===== config.mk =====
export PLATFORM = sky130hd
export DESIGN_NAME = nram_hist_bank
export DESIGN_NICKNAME = d
export VERILOG_FILES = /design/src/rtl/nram_pkg.sv /design/src/rtl/nram_ring_ctrl.sv /design/src/rtl/nram_hist_bank.sv
export SDC_FILE = /design/constraint.sdc
export NUM_CORES = 1
export LEC_CHECK = 0
export BUFFER_PORTS_ARGS = -buffer_cell sky130_fd_sc_hd__buf_2
export CAP_MARGIN = 20
export CELL_PAD_IN_SITES_DETAIL_PLACEMENT = 1
export CELL_PAD_IN_SITES_GLOBAL_PLACEMENT = 1
export CORE_AREA = 2 2 69 71
export CTS_BUF_LIST = sky130_fd_sc_hd__clkbuf_16
export DETAILED_ROUTE_END_ITERATION = 12
export DIE_AREA = 0 0 71 73
export HOLD_SLACK_MARGIN = 0.02
export PLACE_DENSITY = 0.84
export SYNTH_ARGS = -nofsm -noshare
export SYNTH_HDL_FRONTEND = slang
export SYNTH_SLANG_ARGS = --single-unit

===== constraint.sdc =====
create_clock -name clk -period 4.2 [get_ports clk]
set_clock_uncertainty 0.05 [all_clocks]
set_input_delay 0.42 -clock clk [delete_from_list [all_inputs] [get_ports clk]]
set_output_delay 0.42 -clock clk [all_outputs]
set_load 0.01 [all_outputs]

===== src/rtl/nram_pkg.sv =====
// Shared definitions for the NRAM history bank: clog2, default sizing,
// the age-index type and the zero sample used for invalid reads.
package nram_pkg;

  function automatic int unsigned clog2(input int unsigned n);
    int unsigned r;
    int unsigned v;
    r = 0;
    v = n - 1;
    while (v > 0) begin
      r = r + 1;
      v = v >> 1;
    end
    return r;
  endfunction

  localparam int unsigned DEF_W     = 8;
  localparam int unsigned DEF_DEPTH = 4;
  localparam int unsigned DEF_AW    = clog2(DEF_DEPTH);
  localparam int unsigned DEF_CNT_W = DEF_AW + 1;

  typedef logic [DEF_AW-1:0] age_t;

  localparam logic [63:0] ZERO_SAMPLE = '0;

endpackage


===== src/rtl/nram_ring_ctrl.sv =====
// Write pointer and fill count for the history ring: wrap at DEPTH-1,
// count saturates at DEPTH, synchronous clear beats a same-cycle push.
module nram_ring_ctrl
  import nram_pkg::*;
#(
  parameter  int unsigned DEPTH = DEF_DEPTH,
  localparam int unsigned AW    = clog2(DEPTH)
) (
  input  logic          clk,
  input  logic          reset,
  input  logic          wen,
  input  logic          clr,
  output logic [AW-1:0] wr_ptr,
  output logic [AW:0]   count,
  output logic          full
);

  localparam logic [AW-1:0] LAST_PTR = AW'(DEPTH - 1);
  localparam logic [AW:0]   CNT_MAX  = (AW + 1)'(DEPTH);

  always_ff @(posedge clk or negedge reset) begin
    if (!reset) begin
      wr_ptr <= '0;
      count  <= '0;
      full   <= 1'b0;
    end else if (clr) begin
      wr_ptr <= '0;
      count  <= '0;
      full   <= 1'b0;
    end else if (wen) begin
      wr_ptr <= (wr_ptr == LAST_PTR) ? '0 : wr_ptr + 1'b1;
      if (count != CNT_MAX) begin
        count <= count + 1'b1;
      end
      // full follows the post-push count, kept as its own flop
      full <= (count >= CNT_MAX - 1'b1);
    end
  end

endmodule


===== src/rtl/nram_hist_bank.sv =====
// DEPTH-entry sample history with age-indexed registered read.
// Optional macro NRAM_BYPASS_EN: reads see the post-write state (io_D forwarded).
module nram_hist_bank
  import nram_pkg::*;
#(
  parameter  int unsigned W     = DEF_W,
  parameter  int unsigned DEPTH = DEF_DEPTH,
  localparam int unsigned AW    = clog2(DEPTH)
) (
  input  logic          clk,
  input  logic          reset,
  input  logic [W-1:0]  io_D,
  input  logic          io_WEN,
  input  logic          io_CLR,
  input  logic [AW-1:0] io_RADD,
  output logic [W-1:0]  io_Q,
  output logic          io_QV,
  output logic [AW:0]   io_COUNT,
  output logic          io_FULL
);

  localparam logic [AW:0] DEPTH_X = (AW + 1)'(DEPTH);

  logic [W-1:0]  mem [DEPTH];
  logic [AW-1:0] wr_ptr;
  logic [AW:0]   count;
  logic          full;
  logic          push;

  assign push = io_WEN & ~io_CLR;

  nram_ring_ctrl #(
    .DEPTH (DEPTH)
  ) u_ring_ctrl (
    .clk    (clk),
    .reset  (reset),
    .wen    (push),
    .clr    (io_CLR),
    .wr_ptr (wr_ptr),
    .count  (count),
    .full   (full)
  );

  always_ff @(posedge clk or negedge reset) begin
    if (!reset) begin
      for (int unsigned i = 0; i < DEPTH; i++) begin
        mem[i] <= '0;
      end
    end else if (push) begin
      mem[wr_ptr] <= io_D;
    end
  end

  logic [AW:0]  radd_x;
  logic [AW:0]  ofs;
  logic [AW:0]  lim;
  logic [AW:0]  sum;
  logic [AW:0]  idx_x;
  logic         rd_valid;
  logic [W-1:0] rd_data;

  // idx = (wr_ptr - ofs - radd) mod DEPTH, biased by +DEPTH so it never goes
  // negative for a valid age; one conditional subtract finishes the modulo.
  always_comb begin
    radd_x = {1'b0, io_RADD};
`ifdef NRAM_BYPASS_EN
    ofs = push ? '0 : (AW + 1)'(1);
    lim = (push && (count != DEPTH_X)) ? count + 1'b1 : count;
`else
    ofs = (AW + 1)'(1);
    lim = count;
`endif
    rd_valid = (radd_x < lim);
    sum      = {1'b0, wr_ptr} + DEPTH_X - ofs - radd_x;
    idx_x    = (sum >= DEPTH_X) ? sum - DEPTH_X : sum;
    rd_data  = ZERO_SAMPLE[W-1:0];
    if (rd_valid) begin
      rd_data = mem[idx_x[AW-1:0]];
    end
`ifdef NRAM_BYPASS_EN
    if (push && (io_RADD == '0)) begin
      rd_data = io_D;
    end
`endif
  end

  always_ff @(posedge clk or negedge reset) begin
    if (!reset) begin
      io_Q  <= '0;
      io_QV <= 1'b0;
    end else if (io_CLR) begin
      io_Q  <= '0;
      io_QV <= 1'b0;
    end else begin
      io_Q  <= rd_data;
      io_QV <= rd_valid;
    end
  end

  assign io_COUNT = count;
  assign io_FULL  = full;

endmodule

==> out/metrics.cfg <==
[status]
status=complete, no violations

[synth]
ys_warn_count=0
synth_largest_area_cell=dfrtp_1
synthFlopType=dfrtp_1
postSynthNetCount=163
synthTopCellsByArea=dfrtp_1 54%, mux2_1 17%, mux4_1 9.7%
synth_top_area_share_pct=54.2
synth_fa_ha_area_share_pct=5.19
synth-simple-area-share_pct=7.21
synth_compound_area_share_pct=1.90
seq_area_frac_synth_pct=54.2
synthDistinctLibCells=24
synth-xor-area-share_pct=1.50
synth_edf_count=0
async_reset_ff_share_pct=100
syn_area_um2=2170
synth_cells=140
yosysMostFrequentCell=dfrtp_1
synthMuxAreaShare_pct=27.2
yosys_register_bits=47
synth_top_family_by_area=multiplexers
synth.avg_cell_area_um2=15.5
synth_commonest_cells=47 x dfrtp_1, 32 x mux2_1, 9 x ha_1, 9 x nor2b_1

[flow_run]
cap_violations=0

[setup_path]
end_kind=register
cp.arrival_ps=2090
cp_max_fo=8
r2r_cells=3
startpoint=u_ring_ctrl.wr_ptr[0]$_DFFE_PN0P_
slowest_stage=mux4_1
cp_top_family=multiplexers
worst-path-buf-inv=0
cp_slowest_stage_delay_ps=610
cp_cell_sequence=ha_1 -> mux4_1 -> nor2b_1
crit_type=reg2reg
rrSetupSlack_ps=2220
r2r-start=u_ring_ctrl.wr_ptr[0]$_DFFE_PN0P_
critPathLaunchType=register
timing.rr.end=io_Q[7]$_DFF_PN0_
cp.required_ps=4310

[routing]
drt_wl_total_um=4420
ant_nets=0
drc=0
via_count=1237
viasPerCell=5.45
drt-initial-drc-count=50
drt-pass1-iter-count=4
wire_per_inst_um=19.5

[place]
portBuffers=26
dp_worst_setup_slack_ps=2150
place_congestion=0.753

[clock_network]
clkTransAtPathRegs_ps=70
cts_tree=done
clkSinkCount=47
root_buffer=clkbuf_16
cts_buffer_depth=2
h-tree-depth=2
cts_made_buffers=5
post_cts_buffers=0
post_cts_resized=0
clk_latency_ps=280

[layout]
layout-area-overhead-vs-synth_pct=16.9
antennaDiodeCount=0
drive_gt1_share_pct=23.1
nNetsFinal=195
fillers=444
final_util_pct=55.9

[power]
ir_drop_mv=0.275
p_seq_share_pct=47.2
combPwrFrac_pct=17.0
p_clk_share_pct=35.8
power.density_nw_per_um2=494
p_int_uw=949
leakagePower_uw=0.00129
p_sw_share_pct=24.2
p_switching_uw=303

[sta]
maxSlewViolCount=0
hold_viol=0
worstMarginPinSlew_ps=745
max_slew_margin_pct=50.2
fmax_mhz=504
rsz0062_at_grt=no
finalSetupViolCount=0
fin_crit_sh_pct=47.3
setup_slack_ps=2220
fin_setup_tns_ps=0
fin_crit_ps=1980

[floorplanning]
rows=25
die-area_um2=5180
fp.coreArea_um2=4540
fp.dieW_um=71
num_io_pins=27
start_util_pct=47.8
chipHeight_um=73

[global_route]
grt_max_degree=48
antenna_found_initial=0
gr-total-overflow=0
grt_pass1_wl_um=7330
grt_usage_pct=19.2
grt_pass1_vias=1404

[min_path]
hp-class=in2reg
min_path_cells=2
min_to=mem[6]$_DFFE_PN0P_
hp-start=io_D[6]

## through the flow
step / cell area, µm² / std cells / hold slack, ps / power (µW)
after floorplan: 2170 / 140 / 74.4 / 735
after global placement: 2340 / 217 / 415 / 783
after detailed placement: 2340 / 217 / 425 / 811
after CTS: 2500 / 225 / 308 / 1270
after global routing: 2530 / 227 / 331 / 1320
final: 2530 / 227 / 334 / 1250
## state kept, by name (all words and copies together), names as in the netlist
signal / count
mem: 32
io_Q: 8
u_ring_ctrl.count: 3
u_ring_ctrl.wr_ptr: 2
io_QV: 1
u_ring_ctrl.full: 1
## power by group through the flow
stage | Combinational [µW] | Clock, µW | Sequential, µW
floorplan | 150 | 0 | 585
global placement | 196 | 0 | 588
detailed placement | 212 | 0 | 598
CTS | 214 | 462 | 592
global route | 236 | 477 | 604
finish | 213 | 448 | 591
## how the worst max path moves through the flow
stage | end | slack (ps) | cells after the start
floorplan | io_Q[0]$_DFF_PN0_ | 2480 | 5
global placement | io_Q[5]$_DFF_PN0_ | 2170 | 5
detailed placement | io_Q[1]$_DFF_PN0_ | 2150 | 5
CTS | io_Q[7]$_DFF_PN0_ | 2210 | 3
global route | io_Q[7]$_DFF_PN0_ | 2160 | 3
finish | io_Q[7]$_DFF_PN0_ | 2220 | 3
## cell families after synthesis
| family | after synthesis |
|---|---|
| compound gates | 6 |
| xor+xnor | 2 |
| fa+ha+maj | 9 |
| buf+inv | 11 |
| flops | 47 |
| mux | 42 |
| simple gates | 23 |
## layout make-up
| cell class | count | area (µm²) | area share, % |
|---|---|---|---|
| inverters | 8 | 30.0 | 1.18 |
| well taps | 54 | 67.6 | 2.67 |
| repair buffers | 28 | 160 | 6.32 |
| clock inverters | 3 | 42.5 | 1.68 |
| clock buffers | 5 | 125 | 4.94 |
| flip-flops and latches | 47 | 1180 | 46.4 |
| multi-input cells | 82 | 933 | 36.8 |
## cell usage in the layout (no fill, tap or decap), drive strengths merged
master / netlist / final
a2111oi: 1 / 1
a21boi: 1 / 1
a21oi: 2 / 2
a221o: 1 / 1
and2b: 1 / 1
buf: 1 / 27
bufinv: 0 / 1
clkbuf: 2 / 5
clkinv: 0 / 1
dfrtp: 47 / 47
dlygate4sd3: 0 / 1
ha: 9 / 9
inv: 8 / 9
mux2: 32 / 32
mux2i: 2 / 2
mux4: 8 / 8
nand2: 4 / 4
nand2b: 1 / 1
nor2: 5 / 5
nor2b: 9 / 9
nor3: 1 / 1
nor3b: 1 / 1
o21ai: 1 / 1
or2b: 1 / 1
xnor2: 1 / 1
xnor3: 1 / 1
## worst register-to-register path, cell delays in order (launching register included)
cell     delay, ps
dfrtp_1        450
ha_1           600
mux4_1         620
nor2b_1        150
## metal layers
layer	GRT usage, %	up-vias	routed length (µm)	part of all wire, %
li1	-	566	-	-
met1	22.5	638	1860	42
met2	34.9	29	2360	53
met3	4.70	4	174	3.9
met4	5.66	0	27	0.61
met5	0	-	0	0
## timing repair
item / 4_1_cts / 5_1_grt
endpoints found under the hold margin: 0 / 4
hold buffers: 0 / 1
setup endpoints to repair: 0 / 0
Note: power is estimated with default switching activity, not from simulation.
